`config.mk`:
```
export PLATFORM = sky130hd
export DESIGN_NAME = sram_controller_flat
export DESIGN_NICKNAME = d
export VERILOG_FILES = /design/src/rtl/sram_controller_if.sv /design/src/rtl/sram_controller.sv /design/src/flat_wrapper.sv
export SDC_FILE = /design/constraint.sdc
export NUM_CORES = 1
export LEC_CHECK = 0
export ABC_CLOCK_PERIOD_IN_PS = 2300
export BUFFER_PORTS_ARGS = -buffer_cell sky130_fd_sc_hd__buf_2
export CAP_MARGIN = 0
export CORE_ASPECT_RATIO = 1.1
export CORE_MARGIN = 4
export CORE_UTILIZATION = 35
export CTS_CLUSTER_SIZE = 30
export DETAILED_ROUTE_END_ITERATION = 8
export SLEW_MARGIN = 20
export SYNTH_ARGS = -nofsm -noshare
export SYNTH_HDL_FRONTEND = slang
export SYNTH_SLANG_ARGS = --single-unit
```
`constraint.sdc`:
```
create_clock -name clk -period 2.3 [get_ports clk]
set_clock_uncertainty 0.2 [all_clocks]
set_input_delay 0.23 -clock clk [delete_from_list [all_inputs] [get_ports clk]]
set_output_delay 0.23 -clock clk [all_outputs]
set_load 0.03 [all_outputs]
```
`src/rtl/sram_controller_if.sv`:
```
// MEM-stage request/response and SRAM pin bundle for sram_controller.
interface sram_controller_if;
  logic        wr_en;
  logic        rd_en;
  logic [31:0] address;
  logic [31:0] write_data;
  logic [31:0] read_data;
  logic        ready;
  logic [17:0] sram_addr;
  logic [15:0] sram_dq_out;
  logic        sram_dq_oe;
  logic [15:0] sram_dq_in;
  logic        sram_we_n;
  logic        sram_ce_n;
  logic        sram_oe_n;
  logic        sram_ub_n;
  logic        sram_lb_n;

  modport slave (
    input  wr_en, rd_en, address, write_data, sram_dq_in,
    output read_data, ready, sram_addr, sram_dq_out, sram_dq_oe,
           sram_we_n, sram_ce_n, sram_oe_n, sram_ub_n, sram_lb_n
  );

  modport master (
    output wr_en, rd_en, address, write_data, sram_dq_in,
    input  read_data, ready, sram_addr, sram_dq_out, sram_dq_oe,
           sram_we_n, sram_ce_n, sram_oe_n, sram_ub_n, sram_lb_n
  );
endinterface

```
`src/rtl/sram_controller.sv`:
```
// Splits 32-bit MEM-stage accesses into two 16-bit async SRAM cycles plus
// programmable wait cycles, holding ready low until the access completes.
module sram_controller #(
  parameter int unsigned BASE_ADDR   = 1024,
  parameter int unsigned WAIT_CYCLES = 3
) (
  input  logic           clk,
  input  logic           rst,
  sram_controller_if.slave bus
);

  typedef enum logic [2:0] {
    S_IDLE,
    S_LO,
    S_HI,
    S_WAIT,
    S_DONE
  } state_t;

  state_t      state;
  state_t      state_nxt;
  logic [31:0] lat_addr;
  logic [31:0] lat_data;
  logic        lat_wr;
  logic [31:0] hold;
  logic [31:0] rd_q;
  logic [3:0]  cnt;
  logic        req;
  logic [16:0] word;

  assign req  = bus.wr_en | bus.rd_en;
  // Offset wraps modulo 2^32; only bits [18:2] select the SRAM word.
  assign word = 17'((lat_addr - BASE_ADDR) >> 2);

  always_ff @(posedge clk) begin
    if (rst) state <= S_IDLE;
    else     state <= state_nxt;
  end

  always_ff @(posedge clk) begin
    if (rst) begin
      lat_addr <= '0;
      lat_data <= '0;
      lat_wr   <= 1'b0;
      hold     <= '0;
      rd_q     <= '0;
      cnt      <= '0;
    end else begin
      case (state)
        S_IDLE: begin
          if (req) begin
            lat_addr <= bus.address;
            lat_data <= bus.write_data;
            lat_wr   <= bus.wr_en;
          end
        end
        S_LO: begin
          if (!lat_wr) hold[15:0] <= bus.sram_dq_in;
        end
        S_HI: begin
          if (!lat_wr) hold[31:16] <= bus.sram_dq_in;
          cnt <= 4'(WAIT_CYCLES - 1);
        end
        S_WAIT: begin
          if (cnt != '0) cnt <= cnt - 4'd1;
          else if (!lat_wr) rd_q <= hold;
        end
        default: ;
      endcase
    end
  end

  always_comb begin
    state_nxt = state;
    case (state)
      S_IDLE:  if (req) state_nxt = S_LO;
      S_LO:    state_nxt = S_HI;
      S_HI:    state_nxt = S_WAIT;
      S_WAIT:  if (cnt == '0) state_nxt = S_DONE;
      S_DONE:  state_nxt = S_IDLE;
      default: state_nxt = S_IDLE;
    endcase
  end

  // SRAM pins depend only on state and latched registers, never on live requests.
  always_comb begin
    bus.sram_addr   = '0;
    bus.sram_dq_out = '0;
    bus.sram_dq_oe  = 1'b0;
    bus.sram_we_n   = 1'b1;
    bus.ready       = 1'b0;
    case (state)
      S_IDLE: bus.ready = !req;
      S_LO: begin
        bus.sram_addr = {word, 1'b0};
        if (lat_wr) begin
          bus.sram_we_n   = 1'b0;
          bus.sram_dq_oe  = 1'b1;
          bus.sram_dq_out = lat_data[15:0];
        end
      end
      S_HI: begin
        bus.sram_addr = {word, 1'b1};
        if (lat_wr) begin
          bus.sram_we_n   = 1'b0;
          bus.sram_dq_oe  = 1'b1;
          bus.sram_dq_out = lat_data[31:16];
        end
      end
      S_WAIT: bus.sram_addr = {word, 1'b1};
      S_DONE: begin
        bus.sram_addr = {word, 1'b1};
        bus.ready     = 1'b1;
      end
      default: ;
    endcase
  end

  assign bus.read_data = rd_q;
  assign bus.sram_ce_n = 1'b0;
  assign bus.sram_oe_n = 1'b0;
  assign bus.sram_ub_n = 1'b0;
  assign bus.sram_lb_n = 1'b0;

endmodule

```
`src/flat_wrapper.sv`:
```
// flat-port wrapper written by rule: the top's interface ports become plain ports
module sram_controller_flat 
#(
  parameter int unsigned BASE_ADDR   = 1024,
  parameter int unsigned WAIT_CYCLES = 3
)
  (clk, rst, bus_wr_en, bus_rd_en, bus_address, bus_write_data, bus_sram_dq_in, bus_read_data, bus_ready, bus_sram_addr, bus_sram_dq_out, bus_sram_dq_oe, bus_sram_we_n, bus_sram_ce_n, bus_sram_oe_n, bus_sram_ub_n, bus_sram_lb_n);
  sram_controller_if bus_i ();
  input  logic clk;
  input  logic rst;
  input wire logic [$bits(bus_i.wr_en)-1:0] bus_wr_en;
  input wire logic [$bits(bus_i.rd_en)-1:0] bus_rd_en;
  input wire logic [$bits(bus_i.address)-1:0] bus_address;
  input wire logic [$bits(bus_i.write_data)-1:0] bus_write_data;
  input wire logic [$bits(bus_i.sram_dq_in)-1:0] bus_sram_dq_in;
  output wire logic [$bits(bus_i.read_data)-1:0] bus_read_data;
  output wire logic [$bits(bus_i.ready)-1:0] bus_ready;
  output wire logic [$bits(bus_i.sram_addr)-1:0] bus_sram_addr;
  output wire logic [$bits(bus_i.sram_dq_out)-1:0] bus_sram_dq_out;
  output wire logic [$bits(bus_i.sram_dq_oe)-1:0] bus_sram_dq_oe;
  output wire logic [$bits(bus_i.sram_we_n)-1:0] bus_sram_we_n;
  output wire logic [$bits(bus_i.sram_ce_n)-1:0] bus_sram_ce_n;
  output wire logic [$bits(bus_i.sram_oe_n)-1:0] bus_sram_oe_n;
  output wire logic [$bits(bus_i.sram_ub_n)-1:0] bus_sram_ub_n;
  output wire logic [$bits(bus_i.sram_lb_n)-1:0] bus_sram_lb_n;
  assign bus_i.wr_en = bus_wr_en;
  assign bus_i.rd_en = bus_rd_en;
  assign bus_i.address = bus_address;
  assign bus_i.write_data = bus_write_data;
  assign bus_i.sram_dq_in = bus_sram_dq_in;
  assign bus_read_data = bus_i.read_data;
  assign bus_ready = bus_i.ready;
  assign bus_sram_addr = bus_i.sram_addr;
  assign bus_sram_dq_out = bus_i.sram_dq_out;
  assign bus_sram_dq_oe = bus_i.sram_dq_oe;
  assign bus_sram_we_n = bus_i.sram_we_n;
  assign bus_sram_ce_n = bus_i.sram_ce_n;
  assign bus_sram_oe_n = bus_i.sram_oe_n;
  assign bus_sram_ub_n = bus_i.sram_ub_n;
  assign bus_sram_lb_n = bus_i.sram_lb_n;
  sram_controller #(.BASE_ADDR(BASE_ADDR), .WAIT_CYCLES(WAIT_CYCLES)) u_core (.clk(clk), .rst(rst), .bus(bus_i));
endmodule
```
==> results of run 1 <==
[worst reg2reg max path: stages (launching register included)]
cell,delay [ns]
dfxtp_4,0.36
buf_6,0.13
buf_4,0.13
buf_4,0.13
nor3_4,0.14
buf_12,0.25
nand2_2,0.09
a21oi_2,0.13
dlygate4sd3_1,0.55
[routing by layer]
| metal | up-vias | wire length (um) | global-route usage |
|---|---|---|---|
| met5 | - | 0 | 0 |
| met4 | 0 | 210 | 0.0508 |
| met3 | 16 | 1050 | 0.0501 |
| met2 | 180 | 7670 | 0.286 |
| met1 | 2437 | 6560 | 0.212 |
| li1 | 2618 | - | - |
[synth_stat cells (all sizes together)]
cell type  number  share of area
buf            23          0.026
or3b            1         0.0016
and3            9          0.010
a21oi          89          0.083
conb            1        0.00069
nor4bb          1         0.0018
o21ai          54          0.050
nand3          50          0.046
or2             1         0.0012
nor2b          19          0.022
xnor2           3         0.0048
o21a            2         0.0028
ha              3         0.0069
a221oi          1         0.0016
mux2i          33          0.061
or4b            2         0.0037
clkbuf         41          0.029
a22oi          16          0.022
or4             3         0.0055
o31ai           2         0.0028
nand2          70          0.049
nor2            9         0.0062
inv             7         0.0048
a211oi          1         0.0014
dfxtp         121           0.45
nor4b           2         0.0055
a21o            1         0.0014
a2bb2oi         2         0.0032
nand3b          1         0.0014
a2111oi         1         0.0016
or3             5         0.0065
nand2b         66          0.076
nor3            6         0.0065
nand4           2         0.0023
nor3b           3         0.0060
[cells by family after synthesis]
kind of cell             after synthesis  share of synthesized area
AO/OA/AOI/OAI                        169                      0.169
XOR/XNOR                               3                    0.00484
adder cells (fa/ha/maj)                3                    0.00691
buffers and inverters                 71                     0.0599
flip-flops                           121                      0.446
multiplexers                          33                     0.0608
other                                  1                   0.000691
AND/OR/NAND/NOR                      250                      0.251
[stage by stage]
step | hold WS [ns] | power, uW | setup WS, ns
floorplan | 0.166 | 3080 | 0.0110
global placement | 0.243 | 3390 | 0.142
detailed placement | 0.247 | 3400 | 0.150
CTS | 0.0355 | 6180 | -0.195
global route | 0.134 | 6460 | -0.226
finish | 0.0826 | 6180 | -0.172
[power by group]
group | switching (uW) | internal, uW | total, uW
Sequential | 89.3 | 2230 | 2320
Clock | 995 | 1620 | 2620
Combinational | 687 | 549 | 1240
[flip-flops by register name (all words and copies together), names as in the netlist]
register / count
u_core.lat_addr: 17
u_core.hold: 32
u_core.lat_data: 32
u_core.lat_wr: 1
u_core.state: 3
u_core.bus.read_data: 32
u_core.cnt: 4
[how the worst max path moves through the flow]
stage / startpoint / slack, ns / cells past startpoint / end
finish: u_core.lat_addr[13]$_SDFFE_PP0P_ / -0.17 / 4 / bus_sram_addr[17]
global route: u_core.lat_addr[13]$_SDFFE_PP0P_ / -0.23 / 4 / bus_sram_addr[17]
CTS: u_core.lat_addr[13]$_SDFFE_PP0P_ / -0.20 / 4 / bus_sram_addr[17]
detailed placement: u_core.lat_addr[13]$_SDFFE_PP0P_ / 0.15 / 4 / bus_sram_addr[17]
global placement: u_core.lat_addr[13]$_SDFFE_PP0P_ / 0.14 / 4 / bus_sram_addr[17]
floorplan: u_core.lat_addr[12]$_SDFFE_PP0P_ / 0.01 / 3 / bus_sram_addr[16]
[timing repair]
action,in CTS,in global routing
hold buffers,67,0
endpoints found under the setup margin,32,28
hold endpoints to repair,82,0
gates resized for setup,25,53
cloned,0,4
pin swaps,8,9
buffers inserted,1,3
[area by class of cell]
type,count,share of cell area
clock buffers,18,0.0558
clock inverters,14,0.0189
inverters,7,0.00334
multi-input cells,462,0.356
flip-flops and latches,121,0.310
well taps,196,0.0312
repair buffers,237,0.224
[cells in the final DEF (no fill, tap or decap), drive strengths merged, types with 4 or more instances in the layout]
cell         count
clkbuf          20
clkinvlp         4
nor2b           19
dlygate4sd3     67
mux2i           33
nand3           50
inv              9
conb             4
nand2           70
a22oi           16
clkinv           6
buf            168
nand2b          66
or3              5
o21ai           54
dfxtp          121
and3             9
nor3             6
a21oi           89
nor2             9
==> out/results.txt, run 1 <==
status = complete, but fails checks
failing checks = setup timing
WL/cell = 14.7 um
Clock Sinks = 121
Worst Hold Endpoint = u_core.state[0]$_SDFFE_PP0P_
via count = 5,251
core area = 0.0151 sq mm
syn_area_per_cell = 8.34 sq um
Tcrit/Tclk final = 1.07
Max Fclk = 404 MHz
Slew HR = 0.639
synthesized area = 0.00543 sq mm
Worst Hold Depth = 4
register area = 0.00244 sq mm
Antenna Violating Nets Remaining = 0
critical-path cell list = or4_4 -> or4_4 -> a21oi_2 -> buf_6
HP Start = bus_rd_en
Final Max Slew Viols = 0
critical path class = reg2out
CP most frequent cell = or4_4
Root Driver = clkbuf_16
cell count after synthesis = 651
max_cap viols = 0
crit path buf inv count = 1
register area share after synthesis = 0.446
Diodes inserted = 0
final non-filler cell area = 0.00786 sq mm
r2r setup slk = 0.13 ns
effective utilization at floorplan = 0.359
number of global-route vias before repair = 5,107
PwrDens = 786 mW/mm^2
Non-Filler Instances = 1,055
Synth cell types = 46
CP required = 1.87 ns
fin crit period = 2.47 ns
# fillers = 1,424
worst r2r dst = u_core.lat_wr$_SDFFE_PP0P_
Vias per Instance = 4.98
area grow syn2layout = 44.8%
IO Pins = 157
Final Hold Vio Count = 0
Startpoint Class = flop
R2R depth = 8
largest net degree at the start of global routing = 67
grt ovf = 0
Num CTS Buffers = 17
setup TNS = -0.427 ns
RSZ-0062 raised after global routing = yes
CP delay by family, top = simple AND/OR/NAND/NOR gates
leakage = 0.00310 uW
crit path max fanout = 6
Worst-Skew Late Latency = 0.41 ns
CTS clk-pin slew, worst paths = 0.06 ns
die area = 0.0176 sq mm
CP max stage cell = or4_4
Longest Clk Path Bufs = 2
VDD IR max = 0.515 mV
I/O Buffers = 137
area occupied by multi-input gates = 0.00280 sq mm
Worst R2R Start = u_core.state[2]$_SDFFE_PP0P_
CP endpoint kind = primary output
routability cong. = 0.755
final core utilization = 0.520
H-tree level count = 4
setup ws final = -0.172 ns
type of the tightest min-delay check = in2reg
post-DP HPWL = 9.41 mm
#FFs+latches synth = 121
initial DRC count = 330
# DRC = 0
CTS tree = yes
Nets = 933
WL final = 15.5 mm
total placed instance area = 0.00634 sq mm
row count = 47
max incr delay on CP = 0.54 ns
yosys warns = 0
GRT Total Usage = 0.171
share of cells above drive strength 1 = 0.282
detailed-router iteration count before antenna repair = 5
dpl cells = 948
initial antenna violation count = 0
Die Height = 139 um
Die Width = 127 um
final setup violation count = 4
worst path arrival time = 2.04 ns
first-pass GRT wire length = 24.9 mm
measured slew at the worst slew-check pin = 0.542 ns
(Power assumes the default switching activity.)
==> run 2: changes to the inputs <==
--- a/config.mk
+++ b/config.mk
@@ -13,6 +13,7 @@
 export CORE_UTILIZATION = 35
 export CTS_CLUSTER_SIZE = 30
 export DETAILED_ROUTE_END_ITERATION = 8
+export GPL_TIMING_DRIVEN = 0
 export SLEW_MARGIN = 20
 export SYNTH_ARGS = -nofsm -noshare
 export SYNTH_HDL_FRONTEND = slang
==> run 2 against run 1 <==
- the flow still finishes with violations (setup timing)
- worst hold slack got worse by 0.052 ns
- combinational power about the same
- design area increased by 0.41%
- critical path depth unchanged
- die area unchanged
- largest power group unchanged
==> out/results.txt, run 2 (synthesis gave the netlist of run 1 again) <==
status = complete, but fails checks
failing checks = setup timing
crit path max fanout = 5 (-1)
first-pass GRT wire length = 26.3 mm (+5.4%)
GRT Total Usage = 0.184 (+0.0135)
CTS clk-pin slew, worst paths = 0.05 ns (about the same)
CP required = 1.87 ns (about the same)
VDD IR max = 0.471 mV (-8.5%)
Slew HR = 0.488 (-0.151)
CTS tree = yes
Non-Filler Instances = 1,090 (+3.3%)
WL/cell = 15.0 um (+2.4%)
CP delay by family, top = simple AND/OR/NAND/NOR gates
PwrDens = 790 mW/mm^2 (+0.53%)
Diodes inserted = 0 (unchanged)
share of cells above drive strength 1 = 0.261 (-0.0211)
initial antenna violation count = 0 (unchanged)
type of the tightest min-delay check = in2reg
Die Height = 139 um (unchanged)
Sw Pwr = 1730 uW (-2.3%)
Num CTS Buffers = 17 (unchanged)
worst path arrival time = 2.04 ns (about the same)
measured slew at the worst slew-check pin = 0.767 ns (+0.225 ns)
Clock Sinks = 121 (unchanged)
Comb power frac = 0.202 (+0.002)
effective utilization at floorplan = 0.359 (unchanged)
initial DRC count = 219 (-34%)
max_cap viols = 0 (unchanged)
CP endpoint kind = primary output
leakage = 0.00315 uW (+1.6%)
fin crit period = 2.47 ns (-0.00527 ns)
switching share of power = 0.277 (-0.00917)
highest-count cells in the layout ignoring fill and taps = buf_2, dfxtp_1, a21oi_1
Seq pwr share = 0.372 (-0.004)
critical path class = reg2out
Final Max Slew Viols = 0 (unchanged)
number of global-route vias before repair = 5,305 (+3.9%)
Longest Clk Path Bufs = 2 (unchanged)
largest net degree at the start of global routing = 17 (-75%)
WL final = 16.4 mm (+5.8%)
max incr delay on CP = 0.57 ns (+0.03 ns)
CP most frequent cell = or4_4
detailed-router iteration count before antenna repair = 4 (-1)
Worst-Skew Late Latency = 0.42 ns (about the same)
I/O Buffers = 136 (-0.73%)
setup ws final = -0.167 ns (+0.00528 ns)
Pwr Total = 6240 uW (+0.95%)
Startpoint Class = flop
row count = 47 (unchanged)
via count = 5,370 (+2.3%)
Final Hold Vio Count = 0 (unchanged)
Nets = 972 (+4.2%)
final setup violation count = 4 (unchanged)
Vias per Instance = 4.93 (-1.0%)
post-DP HPWL = 11.3 mm (+20%)
area grow syn2layout = 45.4%
critical-path cell list = or4_4 -> or4_4 -> a21oi_2 -> buf_6
IO Pins = 157 (unchanged)
H-tree level count = 4 (unchanged)
setup TNS = -0.543 ns (-0.116 ns)
# fillers = 1,421 (-0.21%)
pre-CTS setup slack = -0.158 ns (-0.309 ns)
RSZ-0062 raised after global routing = yes
die area = 0.0176 sq mm (unchanged)
Tcrit/Tclk final = 1.07 (-0.00229)
# DRC = 0 (unchanged)
grt ovf = 0 (unchanged)
routability cong. = 0.784 (+3.9%)
commonest non-fill, non-tap cell in the layout = buf_2
Die Width = 127 um (unchanged)
Root Driver = clkbuf_16
core area = 0.0151 sq mm (unchanged)
Max Fclk = 405 MHz (+0.21%)
CP max stage cell = or4_4
dpl cells = 986 (+4.0%)
Clock power frac = 0.426 (+0.002)
crit path buf inv count = 1 (unchanged)
Antenna Violating Nets Remaining = 0 (unchanged)
cell-internal power = 4510 uW (+2.2%)
==> run 2: layout make-up <==
type	count	area (sq um)	share of cell area
tap	196	245	0.0311
inverter	7	26.3	0.00333
sequential	121	2430	0.308
clock inverter	9	126	0.0160
buffer	61	335	0.0425
clock buffer	19	453	0.0574
timing repair buffer	214	1490	0.188
multi-input combinational	463	2790	0.353
==> run 2: metrics by stage <==
stage               hold slack [ns]  instance area (sq um)  utilization
finish                       0.0305                   7900        0.522
global placement              0.243                   6370        0.421
floorplan                     0.166                   5440            -
global route                 0.0775                   7900        0.522
CTS                          0.0123                   7780        0.515
detailed placement            0.247                   6370        0.421
==> run 2: repair_timing <==
| item | in CTS | in global routing |
|---|---|---|
| hold endpoints to repair | 82 | 0 |
| pin swaps | 10 | 6 |
| gates resized for setup | 41 | 32 |
| buffers inserted | 6 | 6 |
| cloned | 1 | 0 |
| hold buffers | 66 | 0 |
| setup endpoints to repair | 36 | 36 |
==> run 2: power by group through the flow <==
stage | sequential, uW | clock [uW] | combinational, uW
final | 2320 | 2660 | 1260
after global routing | 2330 | 2790 | 1380
after CTS | 2310 | 2700 | 1220
after detailed placement | 2360 | 0 | 1040
after global placement | 2360 | 0 | 1030
after floorplan | 2340 | 0 | 739
==> run 2: final timing paths <==
check / endpoint / slack [ns] / startpoint / depth (start not counted)
max: bus_sram_addr[17] / -0.17 / u_core.lat_addr[13]$_SDFFE_PP0P_ / 4
min: u_core.lat_wr$_SDFFE_PP0P_ / 0.03 / bus_rd_en / 4
max reg2reg: u_core.hold[23]$_SDFFE_PP0P_ / 0.15 / u_core.state[2]$_SDFFE_PP0P_ / 6
min reg2reg: u_core.hold[10]$_SDFFE_PP0P_ / 0.25 / u_core.hold[10]$_SDFFE_PP0P_ / 2
==> run 2: per-layer routing <==
metal  up-vias  wire length (um)  GRT usage  share of wire
met2       171              7950      0.312           0.48
met4         0               341     0.0678          0.021
met1      2464              7040      0.223           0.43
met3        35              1060     0.0501          0.065
li1       2700                 -          -              -
met5         -                 0          0              0
==> run 2: worst register-to-register path, delay by kind of cell (launching register included) <==
family                 cells  cell delay, ns
and+or+nand+nor            2            0.79
buffers and inverters      3            0.61
DFF                        1            0.37
AOI/OAI and AO/OA          1            0.12
==> run 3: changes to the inputs <==
--- a/config.mk
+++ b/config.mk
@@ -8,11 +8,12 @@
 export ABC_CLOCK_PERIOD_IN_PS = 2300
 export BUFFER_PORTS_ARGS = -buffer_cell sky130_fd_sc_hd__buf_2
 export CAP_MARGIN = 0
-export CORE_ASPECT_RATIO = 1.1
+export CORE_ASPECT_RATIO = 0.9
 export CORE_MARGIN = 4
 export CORE_UTILIZATION = 35
 export CTS_CLUSTER_SIZE = 30
 export DETAILED_ROUTE_END_ITERATION = 8
+export GPL_ROUTABILITY_DRIVEN = 1
 export GPL_TIMING_DRIVEN = 0
 export SLEW_MARGIN = 20
 export SYNTH_ARGS = -nofsm -noshare
==> constraint.sdc (replaced) <==
create_clock -name clk -period 2.3 [get_ports clk]
set_clock_uncertainty 0.2 [all_clocks]
set_input_delay 0.345 -clock clk [delete_from_list [all_inputs] [get_ports clk]]
set_output_delay 0.345 -clock clk [all_outputs]
set_load 0.03 [all_outputs]
==> run 3 against run 2 <==
- the run still ends with setup timing left
- count of clock-buffer cells in the layout grew 4
- worst setup slack lost 0.11 ns
- final cell count shrank 0.37%
- critical path depth is the same
- combinational power grew 13%
- worst hold slack lost 0.019 ns
- register-to-register slack lost 0.07 ns
- clock power grew 7%
- first-iteration DRC count grew 31%
- utilization grew 3.0 points
- critical path type unchanged
- largest cell class unchanged
==> out/results.txt, run 3 (synthesis gave the netlist of run 1 again) <==
status = complete, but fails checks
failing checks = setup timing
routability cong. = 0.811 (+3.4%)
worst path arrival time = 2.03 ns (about the same)
Clock Sinks = 121 (unchanged)
measured slew at the worst slew-check pin = 0.606 ns (-0.160 ns)
final setup violation count = 9 (+5)
WL final = 16.8 mm (+2.2%)
CP delay by family, top = simple AND/OR/NAND/NOR gates
share of cells above drive strength 1 = 0.324 (+0.0637)
initial antenna violation count = 0 (unchanged)
via count = 5,308 (-1.2%)
row count = 42 (-11%)
CP max stage cell = or4_4
Die Height = 126 um (-9.0%)
HP Start = bus_sram_dq_in[8]
RSZ-0062 raised after global routing = yes
pre-CTS setup slack = -0.256 ns (-0.0975 ns)
core area = 0.0150 sq mm (-0.90%)
# DRC = 0 (unchanged)
Tcrit/Tclk final = 1.12 (+0.0476)
type of the tightest min-delay check = in2reg
detailed-router iteration count before antenna repair = 4 (unchanged)
leakage = 0.00320 uW (+1.3%)
H-tree level count = 4 (unchanged)
Num CTS Buffers = 17 (unchanged)
Diodes inserted = 0 (unchanged)
commonest non-fill, non-tap cell in the layout = dfxtp_1
crit path buf inv count = 1 (unchanged)
critical-path cell list = or4_4 -> or4_4 -> a21oi_2 -> buf_6
Longest Clk Path Bufs = 2 (unchanged)
crit path max fanout = 6 (+1)
setup ws final = -0.277 ns (-0.109 ns)
area grow syn2layout = 52.4%
CTS tree = yes
max_cap viols = 0 (unchanged)
Max Fclk = 388 MHz (-4.2%)
Worst R2R Start = u_core.state[2]$_SDFFE_PP0P_
number of global-route vias before repair = 5,271 (-0.64%)
# fillers = 1,393 (-2.0%)
I/O Buffers = 136 (unchanged)
WL/cell = 15.4 um (+2.6%)
area occupied by multi-input gates = 0.00299 sq mm (+7.3%)
CP most frequent cell = or4_4
critical path class = reg2out
effective utilization at floorplan = 0.363 (+0.00327)
Die Width = 139 um (+9.9%)
grt ovf = 0 (unchanged)
final non-filler cell area = 0.00828 sq mm (+4.8%)
VDD IR max = 0.581 mV (+23%)
Worst setup startpoint = u_core.lat_addr[15]$_SDFFE_PP0P_
Final Hold Vio Count = 0 (unchanged)
initial DRC count = 286 (+31%)
IO Pins = 157 (unchanged)
Nets = 964 (-0.82%)
CP required = 1.75 ns (-0.12 ns)
total placed instance area = 0.00640 sq mm (+0.51%)
post-DP HPWL = 11.1 mm (-1.6%)
Slew HR = 0.596 (+0.108)
highest-count cells in the layout ignoring fill and taps = dfxtp_1, buf_2, a21oi_1
Worst-Skew Late Latency = 0.41 ns (about the same)
CTS clk-pin slew, worst paths = 0.05 ns (about the same)
CP endpoint kind = primary output
fin crit period = 2.58 ns (+0.109 ns)
Root Driver = clkbuf_16
Antenna Violating Nets Remaining = 0 (unchanged)
Pwr Total = 6590 uW (+5.7%)
largest net degree at the start of global routing = 17 (unchanged)
PwrDens = 797 mW/mm^2 (+0.86%)
GRT Total Usage = 0.187 (+0.00271)
first-pass GRT wire length = 26.8 mm (+1.9%)
Vias per Instance = 4.89 (-0.79%)
Final Max Slew Viols = 0 (unchanged)
Startpoint Class = flop
register area = 0.00244 sq mm (+0.10%)
setup TNS = -0.915 ns (-0.372 ns)
Hold Slack = 0.0120 ns (-0.0185 ns)
die area = 0.0176 sq mm (about the same)
max incr delay on CP = 0.57 ns (about the same)
[run 3: cell types whose count changed in the layout (fill, tap and decap cells not counted), sizes merged]
cell	previous run	this run
dlygate4sd3	66	48
clkinvlp	1	2
clkbuf	58	59
nand2	70	71
buf	170	182
clkinv	5	1
bufinv	3	4
[run 3: power breakdown]
part / internal [uW] / total (uW) / switching, uW
Clock: 1910 / 2840 / 923
Combinational: 651 / 1430 / 774
Sequential: 2240 / 2330 / 95.4
[run 3: timing repair]
item                                    4_1_cts  5_1_grt
gates cloned                                  4        1
buffers inserted                             13        5
resized for setup                            99       72
hold buffers                                 48        0
pin swaps                                    12       16
endpoints found under the setup margin       36       35
hold endpoints to repair                     52        0
[run 3: routing by layer]
metal / wire, um / vias up / share of wire / track usage
met5: 0 / - / 0 / 0
met4: 259 / 0 / 0.015 / 0.0547
met3: 1130 / 23 / 0.068 / 0.0538
met2: 7590 / 174 / 0.45 / 0.298
li1: - / 2681 / - / -
met1: 7770 / 2430 / 0.46 / 0.247
[run 3: metrics by stage]
step           cells  utilization
6_report        1086        0.553
5_1_grt         1086        0.553
4_1_cts         1081        0.532
3_5_place_dp     988        0.427
3_3_place_gp     988        0.427
2_1_floorplan    654            -
[run 3: path summary, 6_finish.rpt]
kind	end	slack (ns)	cells past startpoint
max reg2reg	u_core.hold[21]$_SDFFE_PP0P_	0.08	8
min reg2reg	u_core.hold[2]$_SDFFE_PP0P_	0.25	2
max	bus_sram_addr[17]	-0.28	4
min	u_core.hold[8]$_SDFFE_PP0P_	0.01	3
[run 3: worst reg2reg max path, cell delays in order, from the launching register on]
cell     delay, ns
dfxtp_4       0.36
buf_6         0.12
buf_4         0.12
buf_4         0.15
or4b_2        0.65
buf_2         0.20
buf_6         0.16
nand2_1       0.06
a21oi_1       0.06
[run 3: final cells by class]
type	count	area share
multi-input combinational	464	0.361
sequential	121	0.294
timing repair buffer	204	0.190
clock buffer	23	0.0590
buffer	62	0.0452
tap	198	0.0299
clock inverter	7	0.0169
inverter	7	0.00317
